===== src/rtl/fb_rxstatem.sv =====
// Receive nibble state machine: preamble/SoC detection, byte assembly and frame end/abort strobes.
// Optional CRC-8 check over the data bytes is built when FB_RX_CRC8_CHECK_EN is defined.
module fb_rxstatem (
    input  logic       MRxClk,
    input  logic       Reset,
    input  logic       MRxDV,
    input  logic [3:0] MRxD,
    input  logic [7:0] FrmLenByte,
    input  logic       FrmCrcStateEnd,
    output logic       StateIdle,
    output logic       StateFFS,
    output logic       StatePreamble,
    output logic [1:0] StateData,
    output logic       StateFrmCrc,
    output logic       StateDrop,
    output logic       MRxDEqDataSoC,
    output logic       RxValid,
    output logic [7:0] RxByte,
    output logic       RxEndFrm,
    output logic       RxAbort,
    output logic       RxCrcError
);

    typedef enum logic [6:0] {
        StIdle     = 7'b0000001,
        StFfs      = 7'b0000010,
        StPreamble = 7'b0000100,
        StData0    = 7'b0001000,
        StData1    = 7'b0010000,
        StFrmCrc   = 7'b0100000,
        StDrop     = 7'b1000000
    } state_e;

    state_e     stateQ, stateD;

    logic [7:0] lenQ;
    logic [7:0] byteCntQ;
    logic [7:0] lenMinusOne;
    logic [3:0] dataLowQ;
    logic [7:0] rxByteQ;
    logic       rxValidQ;
    logic       rxEndFrmQ;
    logic       rxAbortQ;

    logic       socHit;
    logic       lowNibEn;
    logic       byteDone;
    logic       lastByte;
    logic       frmEnd;
    logic       dropEntry;

    // Length 0 wraps to 255 here, so a zero length yields 256 bytes.
    assign lenMinusOne = lenQ - 8'd1;
    assign lastByte    = (byteCntQ == lenMinusOne);

    // State register
    always_ff @(posedge MRxClk or posedge Reset) begin
        if (Reset) begin
            stateQ <= StIdle;
        end else begin
            stateQ <= stateD;
        end
    end

    // Next-state logic; loss of MRxDV mid-frame overrides every other transition.
    always_comb begin
        stateD = stateQ;
        unique case (stateQ)
            StIdle: begin
                if (MRxDV && (MRxD == 4'hF)) stateD = StFfs;
            end
            StFfs: begin
                stateD = (MRxDV && (MRxD == 4'h5)) ? StPreamble : StDrop;
            end
            StPreamble: begin
                if (!MRxDV)                stateD = StDrop;
                else if (MRxD == 4'h5)     stateD = StPreamble;
                else if (MRxD == 4'hD)     stateD = StData0;
                else                       stateD = StDrop;
            end
            StData0: begin
                stateD = MRxDV ? StData1 : StDrop;
            end
            StData1: begin
                if (!MRxDV)                stateD = StDrop;
                else if (lastByte)         stateD = StFrmCrc;
                else                       stateD = StData0;
            end
            StFrmCrc: begin
                if (!MRxDV)                stateD = StDrop;
                else if (FrmCrcStateEnd)   stateD = StIdle;
            end
            StDrop: begin
                if (!MRxDV)                stateD = StIdle;
            end
            default: stateD = StIdle;
        endcase
    end

    // State flags and datapath strobes
    always_comb begin
        StateIdle     = (stateQ == StIdle);
        StateFFS      = (stateQ == StFfs);
        StatePreamble = (stateQ == StPreamble);
        StateData     = {(stateQ == StData1), (stateQ == StData0)};
        StateFrmCrc   = (stateQ == StFrmCrc);
        StateDrop     = (stateQ == StDrop);
        MRxDEqDataSoC = MRxDV && (MRxD == 4'hD);
        socHit        = (stateQ == StPreamble) && MRxDEqDataSoC;
        lowNibEn      = (stateQ == StData0) && MRxDV;
        byteDone      = (stateQ == StData1) && MRxDV;
        frmEnd        = (stateQ == StFrmCrc) && MRxDV && FrmCrcStateEnd;
        dropEntry     = (stateD == StDrop) && (stateQ != StDrop);
    end

    always_ff @(posedge MRxClk or posedge Reset) begin
        if (Reset) begin
            lenQ     <= 8'h00;
            byteCntQ <= 8'h00;
        end else if (socHit) begin
            lenQ     <= FrmLenByte;
            byteCntQ <= 8'h00;
        end else if (byteDone && !lastByte) begin
            byteCntQ <= byteCntQ + 8'd1;
        end
    end

    always_ff @(posedge MRxClk or posedge Reset) begin
        if (Reset) begin
            dataLowQ <= 4'h0;
            rxByteQ  <= 8'h00;
        end else begin
            if (lowNibEn) dataLowQ <= MRxD;
            if (byteDone) rxByteQ  <= {MRxD, dataLowQ};
        end
    end

    always_ff @(posedge MRxClk or posedge Reset) begin
        if (Reset) begin
            rxValidQ  <= 1'b0;
            rxEndFrmQ <= 1'b0;
            rxAbortQ  <= 1'b0;
        end else begin
            rxValidQ  <= byteDone;
            rxEndFrmQ <= frmEnd;
            rxAbortQ  <= dropEntry;
        end
    end

    assign RxValid  = rxValidQ;
    assign RxByte   = rxByteQ;
    assign RxEndFrm = rxEndFrmQ;
    assign RxAbort  = rxAbortQ;

`ifdef FB_RX_CRC8_CHECK_EN
    logic [7:0] crcQ;
    logic [3:0] crcLowQ;
    logic       crcErrQ;

    // CRC-8, polynomial x^8+x^2+x+1, MSB first.
    function automatic logic [7:0] crc8Byte(input logic [7:0] crc, input logic [7:0] data);
        logic [7:0] c;
        c = crc ^ data;
        for (int i = 0; i < 8; i++) begin
            c = c[7] ? ({c[6:0], 1'b0} ^ 8'h07) : {c[6:0], 1'b0};
        end
        return c;
    endfunction

    always_ff @(posedge MRxClk or posedge Reset) begin
        if (Reset) begin
            crcQ    <= 8'h00;
            crcLowQ <= 4'h0;
            crcErrQ <= 1'b0;
        end else begin
            if (socHit)        crcQ <= 8'h00;
            else if (byteDone) crcQ <= crc8Byte(crcQ, {MRxD, dataLowQ});
            if ((stateQ == StFrmCrc) && MRxDV && !FrmCrcStateEnd) crcLowQ <= MRxD;
            crcErrQ <= frmEnd && (crcQ != {MRxD, crcLowQ});
        end
    end

    assign RxCrcError = crcErrQ;
`else
    assign RxCrcError = 1'b0;
`endif

    stateOneHot: assert property (@(posedge MRxClk) disable iff (Reset) $onehot(stateQ));
    endAbortExcl: assert property (@(posedge MRxClk) disable iff (Reset) !(RxEndFrm && RxAbort));

endmodule


===== config.mk =====
export PLATFORM = sky130hd
export DESIGN_NAME = fb_rxstatem
export DESIGN_NICKNAME = d
export VERILOG_FILES = /design/src/rtl/fb_rxstatem.sv
export SDC_FILE = /design/constraint.sdc
export NUM_CORES = 1
export LEC_CHECK = 0
export BUFFER_PORTS_ARGS = -buffer_cell sky130_fd_sc_hd__buf_2
export CAP_MARGIN = 20
export CORE_AREA = 2 2 70 72
export DETAILED_ROUTE_END_ITERATION = 8
export DIE_AREA = 0 0 72 74
export MAX_ROUTING_LAYER = met4
export PLACE_DENSITY = 0.78
export SYNTH_ARGS = -nofsm -noshare
export SYNTH_HDL_FRONTEND = slang
export SYNTH_SLANG_ARGS = --single-unit
export TNS_END_PERCENT = 20

===== constraint.sdc =====
create_clock -name MRxClk -period 1.94 [get_ports MRxClk]
set_input_delay 0.388 -clock MRxClk [delete_from_list [all_inputs] [get_ports MRxClk]]
set_output_delay 0.388 -clock MRxClk [all_outputs]
set_load 0.005 [all_outputs]

After elaboration in Yosys (flattened, before gate mapping)
Cells that the tools add are included.
{ "op_classes": {"addsub": 2, "n_eq_ne": 13, "n_mux": 14, "reduce_logical": 12} }
{ "op_table": {"columns": ["op", "count"], "rows": [
  ["$mux 7", 10],
  ["$pmux 7 s7", 1],
  ["$mux 8", 2],
  ["$eq 7x7->1 const B", 2],
  ["$logic_and 1x1->1", 10],
  ["$add 8x1->8 const B", 1],
  ["$eq 4x4->1 const B", 2],
  ["$eq 8x8->1", 1],
  ["$sub 8x1->8 const B", 1],
  ["$eq 7x1->1 const B", 1],
  ["$eq 7x2->1 const B", 1],
  ["$eq 7x3->1 const B", 1],
  ["$eq 7x4->1 const B", 1],
  ["$eq 7x5->1 const B", 1],
  ["$eq 7x6->1 const B", 1],
  ["$ne 7x7->1 const B", 1],
  ["$mux 6", 1],
  ["$eq 4x3->1 const B", 1],
  ["$reduce_bool 2->1", 1],
  ["$logic_not 1->1", 1]
]} }
{ "word_totals": {"register_bits": 38, "word_cells": 49} }

Logic depth before layout (Yosys ltp)
Gate-level depths: netlist of run 1.
{ "logic_depth": {"depth_word": 7, "ltp_mapped": 9} }

Least setup slack after synthesis of run 1
No wires, ideal clock.
{ "synth_path": {"kind": "flip-flop to flip-flop", "start": "register lenQ[0]", "end": "register byteCntQ[4]", "setup_ns": 0.119, "t_arrival_ns": 1.936, "required_time_ns": 1.821, "slack_ns": -0.115, "path_stages_with_launch": 9, "path_buffers": 0, "path_cell_list": "dfrtp_1 > inv_1 > ha_1 > xor2_1 > nand3_1 > a2111oi_4 > a21oi_4 > and4b_1 > o21a_1"} }
{ "synth_via": {"elab_chain_cells": 5} }
{ "synth_rtl": {"columns": ["item", "line_no", "text"], "rows": [
  ["start, declared", "36", "logic [7:0] lenQ;"],
  ["start signal, assigned", "121", "lenQ <= FrmLenByte;"],
  ["$sub 8x1->8", "53", "assign lenMinusOne = lenQ - 8'd1;"],
  ["$eq 8x8->1", "54", "assign lastByte = (byteCntQ == lenMinusOne);"],
  ["$logic_not 1->1", "123", "end else if (byteDone && !lastByte) begin"],
  ["$logic_and 1x1->1", "123", null],
  ["$reduce_bool 2->1 (no source line)", null, null],
  ["end signal, assigned", "124", "byteCntQ <= byteCntQ + 8'd1;"],
  ["end, declared", "37", "logic [7:0] byteCntQ;"]
]} }
Every way passes these cells.
A chain may end at the register's enable or synchronous reset.

Final worst setup path of run 1
Same ends and word-level chain as after synthesis.

==> results.md, run 1 <==
* Setup violators final at 8
* Max-slew violations at 0
* Final Hold Fails at 0
* Core outline area at between 4000 and 5000 sq um
* Number of synthesized register bits at 38
* R2R setup slack at -0.07 ns
* Synth warn at 0
* Wire per inst at 14.04 um
* WP data arrival at 2.20 ns
* Post-route setup slack at -0.07135 ns
* Count leader, synth: nand2_1
* Post-synth top flop: dfrtp_1
* Post-Syn Area at 2008 sq um
* Synth area leader: dfrtp_1
* Violated checks: setup timing
* Placed insts at just over 300
* Top post-synthesis cells by area: dfrtp_1 46%, nand2_1 9.0%, mux2_2 3.4%
* Detail-routed via count per cell at 5.130
* Cell Count, Final, Fillers Out at 323
* GPL Wtd Cong at 0.8946
* Hold Path Class: in -> async
* Syn nets at approximately 220
* TritonRoute pass-1 iters at 4
* Bufs on Longest Clock Path at 2
* Outcome: complete, but fails checks
* Port bufs at 34
* Period utilization at 103.7%
* Clock Latency Late Sink at 0.30 ns
* Post-CTS Hold Buffers at 0
* Top cell type's share of synthesized area at 46.11%
* Final HPWL DP at 3.108 mm
* H-tree depth at 2
* Root Driver: clkbuf_8
* CTS tree: yes
* DRC at 0
* CTS Sinks at 38
* Chip Height at 74 um
* Grt ovf at 0
* DRT Wirelength at 4.534 mm
* Clock slew at reported path FFs at roughly 0.08 ns
* CP Capture Type: register
* Lkg Pwr at 1.408 nW
* Sequential element share of the synthesized area at 47.41%
* Hold Slack at 0.1862 ns
* Die footprint at about 5300 sq um
* Fin Setup TNS at -0.3211 ns
* Share of layout cells above drive strength 1 at 38.66%
* Avg Cell Area, Syn at 9.748 sq um
* Final net count at roughly 290
* First-pass GRT wire length at 7.583 mm
* Post-DRT Antenna Nets at 0
* FF-to-FF End: byteCntQ[4]
* Initial DRC count at 121
* Clk_skew at about 0.0086 ns
* Startpoint Class: register
* Ys async rst share at 100.0%
* Synth cell count leaders: 48 x nand2_1, 37 x dfrtp_1, 11 x inv_1
* Max IR drop VDD at 309.9 uV
* All-Layer GR Usage at 19.26%
* Critical Path RT at 2.12 ns
* Reg-to-reg startpoint: lenQ[0]
* Crit path kind: reg -> reg
* Vias at between 1,500 and 2,000
* Synth-to-Final Area Change at 32.96%
* RSZ-0062 raised after global routing: true
* Initial Util at between 40% and 50%
* Yosys cell types at 45
* Num CTS Buffers at 5
* Pin count of the biggest net entering global routing at 39
* EDFF count, synth at 0
* Boundary pin count at 36
* Initial antenna violation count at 0
* Tot Pwr at between 1.5 and 2 mW
* CP max FO at 8
* Minimum clock period at between 2 and 2.5 ns
* Max-cap viol count at 0
* Cells after Synth at between 200 and 250
* Max frequency at 497.2 MHz
* PwrDens at 707.6 nW/um^2
* Die width at 72 um
* Number of antenna repair diodes at 0
* Register-to-Register Path Depth at 9
* Final core occ at 58.07%
* Row count at 25
* Vias in the first global route at between 1,500 and 2,000
## state kept, by name (all words and copies together) (netlist names)
| signal | flops |
|---|---|
| RxEndFrm | 1 |
| RxAbort | 1 |
| stateQ | 7 |
| lenQ | 8 |
| RxByte | 8 |
| RxValid | 1 |
| dataLowQ | 4 |
| byteCntQ | 8 |
## report_power, final
part           switching, mW  leakage, nW  internal [mW]
sequential            0.0183        0.509          0.809
combinational          0.126        0.831          0.118
clock                  0.302       0.0683          0.515
total                  0.447         1.41           1.44
## cell families after synthesis
logic type	count (synthesis)	share of synthesized area [%]
AND/OR/NAND/NOR	98	25.17
flip-flops	38	47.41
AO/OA/AOI/OAI	25	10.09
buffers and inverters	17	3.551
XOR/XNOR	14	6.480
multiplexers	11	5.857
adder cells (fa/ha/maj)	2	1.246
other	1	0.1867
## worst max path at each step
stage,to,slack [ns],start,cells past startpoint
after floorplan,byteCntQ[7],-0.004,lenQ[0],9
after global placement,byteCntQ[4],-0.03,lenQ[1],8
after detailed placement,byteCntQ[0],-0.11,lenQ[1],9
after CTS,byteCntQ[7],-0.08,lenQ[0],9
after global routing,byteCntQ[7],-0.20,lenQ[1],9
final,byteCntQ[4],-0.07,lenQ[0],9
## placed cells by master, fill, tap and decap left out, types with 4 or more instances in the layout
master and count:
buf_2 34, xor2_1 7, clkbuf_8 5, dfrtp_1 35
nand3_1 5, mux2i_1 5, mux2_2 6, nand2_1 48
nor3_1 5, nand2b_1 5, nor2_1 8, xnor2_1 4
o21ai_0 8, inv_1 8, buf_4 26
## worst max-delay path, cell delays in order, from the launching register on
cell and delay, ns:
dfrtp_1 0.40, inv_2 0.07, ha_4 0.18, xnor2_1 0.12, and4b_1 0.20, a41oi_2 0.18, nand2_2 0.14, a21oi_4 0.26
a41oi_1 0.15, o21a_1 0.20
## stage by stage
stage | worst slack, ns | area [sq um]
floorplan | -0.003890 | 2021
global placement | -0.02938 | 2349
detailed placement | -0.1105 | 2349
CTS | -0.07829 | 2590
global route | -0.2026 | 2670
finish | -0.07135 | 2670
## metal layers
metal,GRT usage (%),vias to the layer above,part of all wire [%]
met5,-,-,0
met2,32.20,44,51
li1,-,820,-
met1,22.83,785,42
met4,6.709,0,1.6
met3,4.743,8,5.3
## timing repair
action                     4_1_cts  5_1_grt
setup buffers                    6        5
pin swaps                        8        6
setup endpoints to repair       14       16
gates resized for setup         13       10
## area by class of cell
class / instances / area, sq um
Sequential cell: 38 / 954.7
Multi-Input combinational cell: 151 / 1089
Clock inverter: 3 / 68.82
Fill cell: 382 / 1928
Inverter: 11 / 45.04
Tap cell: 54 / 67.56
Clock buffer: 5 / 68.82
Timing Repair Buffer: 61 / 376.6
Note: power is estimated with default switching activity, not from simulation.
==> run 2: changes to the inputs <==
--- a/config.mk
+++ b/config.mk
@@ -12,6 +12,7 @@
 export DIE_AREA = 0 0 72 74
 export MAX_ROUTING_LAYER = met4
 export PLACE_DENSITY = 0.78
+export SKIP_LAST_GASP = 1
 export SYNTH_ARGS = -nofsm -noshare
 export SYNTH_HDL_FRONTEND = slang
 export SYNTH_SLANG_ARGS = --single-unit
==> run 2 against run 1 <==
Effect of this change: the flow still finishes with violations (setup timing); critical path depth down 4; largest cell class unchanged; clock power about the same; cell count up 0.31%; via count down 0.36%; register-to-register slack worse by 0.02 ns; non-clock buffer count up 1; highest routed layer unchanged; clock-buffer cell count unchanged; die area unchanged.
==> results.md, run 2 (synthesis gave the netlist of run 1 again) <==
* Outcome: complete, but fails checks
* Violated checks: setup timing
* Post-route setup slack at -0.1095 ns (-0.03817 ns)
* Clock Latency Late Sink at 0.30 ns (about the same)
* Most frequent cells in the layout: 48 x nand2_1, 36 x dfrtp_1, 34 x buf_2, 27 x buf_4
* Post-DRT Antenna Nets at 0 (unchanged)
* Top delay family on crit path: simple AND/OR/NAND/NOR gates
* Combinational share of power at 12.8% (about the same)
* WP data arrival at 1.66 ns (-0.54 ns)
* Vias at 1,651 (-0.36%)
* Final net count at 287 (+0.35%)
* Final Hold Fails at 0 (unchanged)
* Max IR drop VDD at 312.6 uV (+0.87%)
* WP buf/inv at 2 (+1)
* Number of antenna repair diodes at 0 (unchanged)
* Row count at 25 (unchanged)
* Clock power frac at 43.3% (about the same)
* Root Driver: clkbuf_8
* Initial DRC count at 115 (-5.0%)
* All-Layer GR Usage at 18.72% (-0.54 points)
* RSZ-0062 raised after global routing: true
* GPL Wtd Cong at 0.8946 (unchanged)
* Setup violators final at 12 (+4)
* Bufs on Longest Clock Path at 2 (unchanged)
* Critical Path RT at 1.55 ns (-0.57 ns)
* Clock slew at reported path FFs at 0.08 ns (about the same)
* Boundary pin count at 36 (unchanged)
* CP Capture Type: output pin
* Hold Path Class: in -> async
* CP Cell Sequence: or2_4 > nor4_4 > buf_4 > and3b_1 > buf_2
* DRC at 0 (unchanged)
* Pin count of the biggest net entering global routing at 39 (unchanged)
* Max-slew violations at 0 (unchanged)
* Num CTS Buffers at 5 (unchanged)
* NetSw at 0.4393 mW (-1.6%)
* Period utilization at 105.6% (+2.0 points)
* Die width at 72 um (unchanged)
* Tot Pwr at 1.886 mW (-0.20%)
* Chip Height at 74 um (unchanged)
* Vias in the first global route at 1,604 (-1.9%)
* CP max FO at 4 (-4)
* Cell Count, Final, Fillers Out at 324 (+0.31%)
* Clk_skew at 0.008678 ns (+0.00009368 ns)
* Placed insts at 304 (unchanged)
* Initial Util at 43.67% (unchanged)
* Most common library cell in the layout ignoring fill and taps: nand2_1
* Share of layout cells above drive strength 1 at 37.04% (-1.6 points)
* Port bufs at 34 (unchanged)
* H-tree depth at 2 (unchanged)
* Finished Cell Area at 2651 sq um (-0.70%)
* Lkg Pwr at 1.418 nW (+0.73%)
* Minimum clock period at 2.050 ns (+0.03817 ns)
* TritonRoute pass-1 iters at 4 (unchanged)
* Internal power at 1.446 mW (+0.25%)
* Core outline area at 4598 sq um (unchanged)
* Crit path kind: reg -> out
* Startpoint Class: register
* Detail-routed via count per cell at 5.096 (-0.67%)
* Final HPWL DP at 3.108 mm (unchanged)
* PwrDens at 711.2 nW/um^2 (+0.51%)
* Hold Slack at 0.1881 ns (+0.001915 ns)
* DRT Wirelength at 4.509 mm (-0.55%)
* Initial antenna violation count at 0 (unchanged)
* Max frequency at 487.9 MHz (-1.9%)
* Die footprint at 5328 sq um (unchanged)
* First-pass GRT wire length at 7.410 mm (-2.3%)
* CTS Sinks at 38 (unchanged)
* Slowest cell on the critical path: dfrtp_1
* Seq pwr share at 43.9% (about the same)
* CP max stage delay at 0.38 ns (-0.02 ns)
* Synth-to-Final Area Change at 32.02%
* DP Area at 2349 sq um (unchanged)
* Max-cap viol count at 0 (unchanged)
* Grt ovf at 0 (unchanged)
* CTS tree: yes
* Sw frac at 23.30% (-0.34 points)
* Fin Setup TNS at -0.6279 ns (-0.3068 ns)
* Wire per inst at 13.92 um (-0.86%)
==> run 2: cell count changes in the layout (fill, tap and decap cells not counted) <==
cell	delta
o21ai_0	+1
o21ai_2	-1
clkinvlp_4	-1
buf_4	+1
dfrtp_2	-1
nor3b_2	-1
nand3_1	+1
dfrtp_1	+1
nand3_4	-1
inv_1	+1
nor3b_1	+1
==> run 2: power groups by stage <==
stage,Sequential (mW),Combinational (mW),Clock (mW)
after floorplan,0.836,0.114,0
after global placement,0.841,0.172,0
after detailed placement,0.842,0.180,0
after CTS,0.827,0.238,0.829
after global routing,0.830,0.267,0.860
final,0.827,0.242,0.816
==> run 2: per-layer routing <==
layer	GRT usage (%)	wire length [um]	up-vias
met5	-	0	-
met4	6.080	50	0
met3	4.607	228	6
met2	30.86	2324	42
met1	22.74	1906	778
li1	-	-	825
==> run 2: final timing paths <==
path,start,to,slack (ns),cells past startpoint
max in group asynchronous,Reset,stateQ[0],1.39,3
worst max register to register,lenQ[0],byteCntQ[7],-0.09,9
worst min register to register,dataLowQ[3],RxByte[3],0.47,2
min in group MRxClk,FrmLenByte[6],lenQ[6],0.28,3
worst min-delay path,Reset,RxByte[2],0.19,3
worst max-delay path,stateQ[2],StateFrmCrc,-0.11,5
==> run 2: final cells by class <==
| class | instances | area (sq um) |
|---|---|---|
| flip-flops and latches | 38 | 953.4 |
| multi-input cells | 151 | 1067 |
| well taps | 54 | 67.56 |
| clock buffers | 5 | 68.82 |
| repair buffers | 62 | 384.1 |
| fillers | 386 | 1947 |
| clock inverters | 3 | 68.82 |
| inverters | 11 | 41.29 |
==> run 2: what timing repair did <==
| item | in CTS | in global routing |
|---|---|---|
| hold buffers | 0 | 0 |
| resized for setup | 6 | 10 |
| pin swaps | 5 | 6 |
| endpoints found under the setup margin | 14 | 20 |
| buffers inserted | 6 | 6 |
==> run 2: through the flow <==
| step | util (%) | worst slack (ns) |
|---|---|---|
| after global routing | 57.66 | -0.2678 |
| after detailed placement | 51.07 | -0.1105 |
| after CTS | 55.54 | -0.08336 |
| final | 57.66 | -0.1095 |
| after global placement | 51.07 | -0.02938 |
| after floorplan | - | -0.003890 |
==> run 2: worst reg2reg max path, delay by kind of cell (launching register included) <==
family	cells	cell delay (ns)
DFF	1	0.41
adders and majority gates	1	0.18
muxes	1	0.14
AOI/OAI and AO/OA	2	0.53
buffers and inverters	1	0.07
and+or+nand+nor	3	0.46
xor gates and xnor gates	1	0.12
==> run 3: changes to the inputs <==
--- a/config.mk
+++ b/config.mk
@@ -11,7 +11,7 @@
 export DETAILED_ROUTE_END_ITERATION = 8
 export DIE_AREA = 0 0 72 74
 export MAX_ROUTING_LAYER = met4
-export PLACE_DENSITY = 0.78
+export PLACE_DENSITY = 0.75
 export SKIP_LAST_GASP = 1
 export SYNTH_ARGS = -nofsm -noshare
 export SYNTH_HDL_FRONTEND = slang
==> constraint.sdc (replaced) <==
create_clock -name MRxClk -period 1.9 [get_ports MRxClk]
set_input_delay 0.38 -clock MRxClk [delete_from_list [all_inputs] [get_ports MRxClk]]
set_output_delay 0.38 -clock MRxClk [all_outputs]
set_load 0.005 [all_outputs]
==> run 3 against run 2 <==
Effect of this change: the run still ends with setup timing left; sequential share of layout area increased by 0.95 points; non-clock buffer count stayed put; power fell by 9.0%; sequential power rose by 2%; clock skew down 0.0027 ns; clock-buffer cell count unchanged; critical path depth fell by 2; via count fell by 2.1%; first-iteration DRC count is 43% lower; hold slack worse by 0.0082 ns; combinational power down 27%; global-route usage fell by 0.63 points; critical endpoint is now StateFFS.
==> results.md, run 3 (synthesis gave the netlist of run 1 again) <==
* Max-slew violations at 0 (unchanged)
* Startpoint Class: register
* Synth-to-Final Area Change at 28.47%
* H-tree depth at 2 (unchanged)
* Clk_skew at 0.006006 ns (-0.002673 ns)
* Num CTS Buffers at 5 (unchanged)
* Clock power frac at 40.6% (-2.7 points)
* Port bufs at 34 (unchanged)
* Clock slew at reported path FFs at 0.08 ns (about the same)
* Final Hold Fails at 0 (unchanged)
* DRC at 0 (unchanged)
* Initial Util at 43.67% (unchanged)
* Row count at 25 (unchanged)
* Number of antenna repair diodes at 0 (unchanged)
* Violated checks: setup timing
* Pin count of the biggest net entering global routing at 39 (unchanged)
* WP data arrival at 1.66 ns (about the same)
* TritonRoute pass-1 iters at 4 (unchanged)
* Most frequent cells in the layout: 48 x nand2_1, 37 x dfrtp_1, 34 x buf_2, 28 x buf_4
* All-Layer GR Usage at 18.09% (-0.63 points)
* Initial DRC count at 66 (-43%)
* Critical Path RT at 1.52 ns (-0.03 ns)
* Vias at 1,617 (-2.1%)
* PwrDens at 664.7 nW/um^2 (-6.5%)
* R2R setup slack at -0.12 ns (-0.03 ns)
* Final HPWL DP at 3.004 mm (-3.3%)
* Max frequency at ~500 MHz
* Post-route setup slack at -0.1434 ns (-0.03391 ns)
* Max-cap viol count at 0 (unchanged)
* DRT Wirelength at 4.125 mm (-8.5%)
* Detail-routed via count per cell at 4.991 (-2.1%)
* Outcome: complete, but fails checks
* Wire per inst at 12.73 um (-8.5%)
* NetSw at 0.4184 mW (-4.8%)
* Setup violators final at 12 (unchanged)
* Hold Path Class: in -> async
* Combinational share of power at 10.3% (-2.5 points)
* GPL Wtd Cong at 0.8342 (-6.8%)
* Die footprint at 5328 sq um (unchanged)
* Fin Setup TNS at -0.8716 ns (-0.2437 ns)
* Grt ovf at 0 (unchanged)
* Vias in the first global route at 1,571 (-2.1%)
* Boundary pin count at 36 (unchanged)
* Lkg Pwr at 1.384 nW (-2.4%)
* Chip Height at 74 um (unchanged)
* Period utilization at 107.5%
* CP max FO at 6 (+2)
* FILL cells at 394 (+2.1%)
* Clock Latency Late Sink at 0.29 ns (about the same)
* Internal power at 1.297 mW (-10%)
* Minimum clock period at 2.043 ns
* Root Driver: clkbuf_8
* CP Capture Type: output pin
* Seq pwr share at 49.1% (+5.2 points)
* CTS Sinks at 38 (unchanged)
* Core outline area at 4598 sq um (unchanged)
* RSZ-0062 raised after global routing: true
* First-pass GRT wire length at 7.058 mm (-4.8%)
* Crit path kind: reg -> out
* Sw frac at 24.40% (+1.1 points)
* CTS tree: yes
* Final net count at 287 (unchanged)
* Share of layout cells above drive strength 1 at 34.44% (-2.6 points)
* Most common library cell in the layout ignoring fill and taps: nand2_1
* Bufs on Longest Clock Path at 2 (unchanged)
* Post-DRT Antenna Nets at 0 (unchanged)
* Pre-CTS setup slack at -0.2042 ns (-0.09374 ns)
* Die width at 72 um (unchanged)
* Initial antenna violation count at 0 (unchanged)
* Max IR drop VDD at 395.1 uV (+26%)
* Post-CTS Hold Buffers at 0 (unchanged)
==> run 3: final cells by class <==
type | instances | area (sq um) | area share [%]
Sequential cell | 38 | 952.2 | 36.91
Clock buffer | 5 | 68.82 | 2.667
Timing Repair Buffer | 62 | 380.4 | 14.74
Clock inverter | 3 | 45.04 | 1.746
Tap cell | 54 | 67.56 | 2.619
Multi-Input combinational cell | 151 | 1025 | 39.72
Inverter | 11 | 41.29 | 1.600
==> run 3: path summary, 6_finish.rpt <==
check | start | cells after the start | to
min reg2reg | dataLowQ[1] | 2 | RxByte[1]
max reg2reg | lenQ[1] | 9 | byteCntQ[7]
max in group asynchronous | Reset | 3 | stateQ[0]
min | Reset | 3 | RxByte[6]
min in group MRxClk | FrmLenByte[5] | 3 | lenQ[5]
max | stateQ[5] | 3 | StateFFS
==> run 3: worst max-delay path: stages (launching register included) <==
cell	delay, ns
dfrtp_1	0.44
nor3_1	0.38
nor4bb_1	0.37
buf_2	0.19
==> run 3: per-layer routing <==
metal | share of wire, % | GRT usage, %
met1 | 43 | 20.92
met2 | 49 | 30.25
met3 | 5.5 | 3.930
met4 | 2.1 | 8.386
met5 | 0 | -
==> run 3: repair_timing <==
action,in CTS,in global routing
setup endpoints to repair,14,20
pin swaps,5,3
resized for setup,6,1
setup buffers,7,0
==> run 3: stage by stage <==
stage / instance area, sq um / utilization, % / total power, mW / instances / hold WS (ns)
after floorplan: 2021 / - / 0.9701 / 206 / 0.4331
after global placement: 2386 / 51.89 / 1.035 / 309 / 0.4400
after detailed placement: 2386 / 51.89 / 1.039 / 309 / 0.4500
after CTS: 2575 / 56.00 / 1.734 / 324 / 0.1958
after global routing: 2580 / 56.11 / 1.800 / 324 / 0.2369
final: 2580 / 56.11 / 1.715 / 324 / 0.1799
==> run 3: power by group through the flow <==
stage / combinational (mW) / sequential, mW / clock (mW)
after floorplan: 0.116 / 0.854 / 0
after global placement: 0.176 / 0.859 / 0
after detailed placement: 0.181 / 0.858 / 0
after CTS: 0.180 / 0.842 / 0.713
after global routing: 0.205 / 0.844 / 0.750
final: 0.177 / 0.842 / 0.696
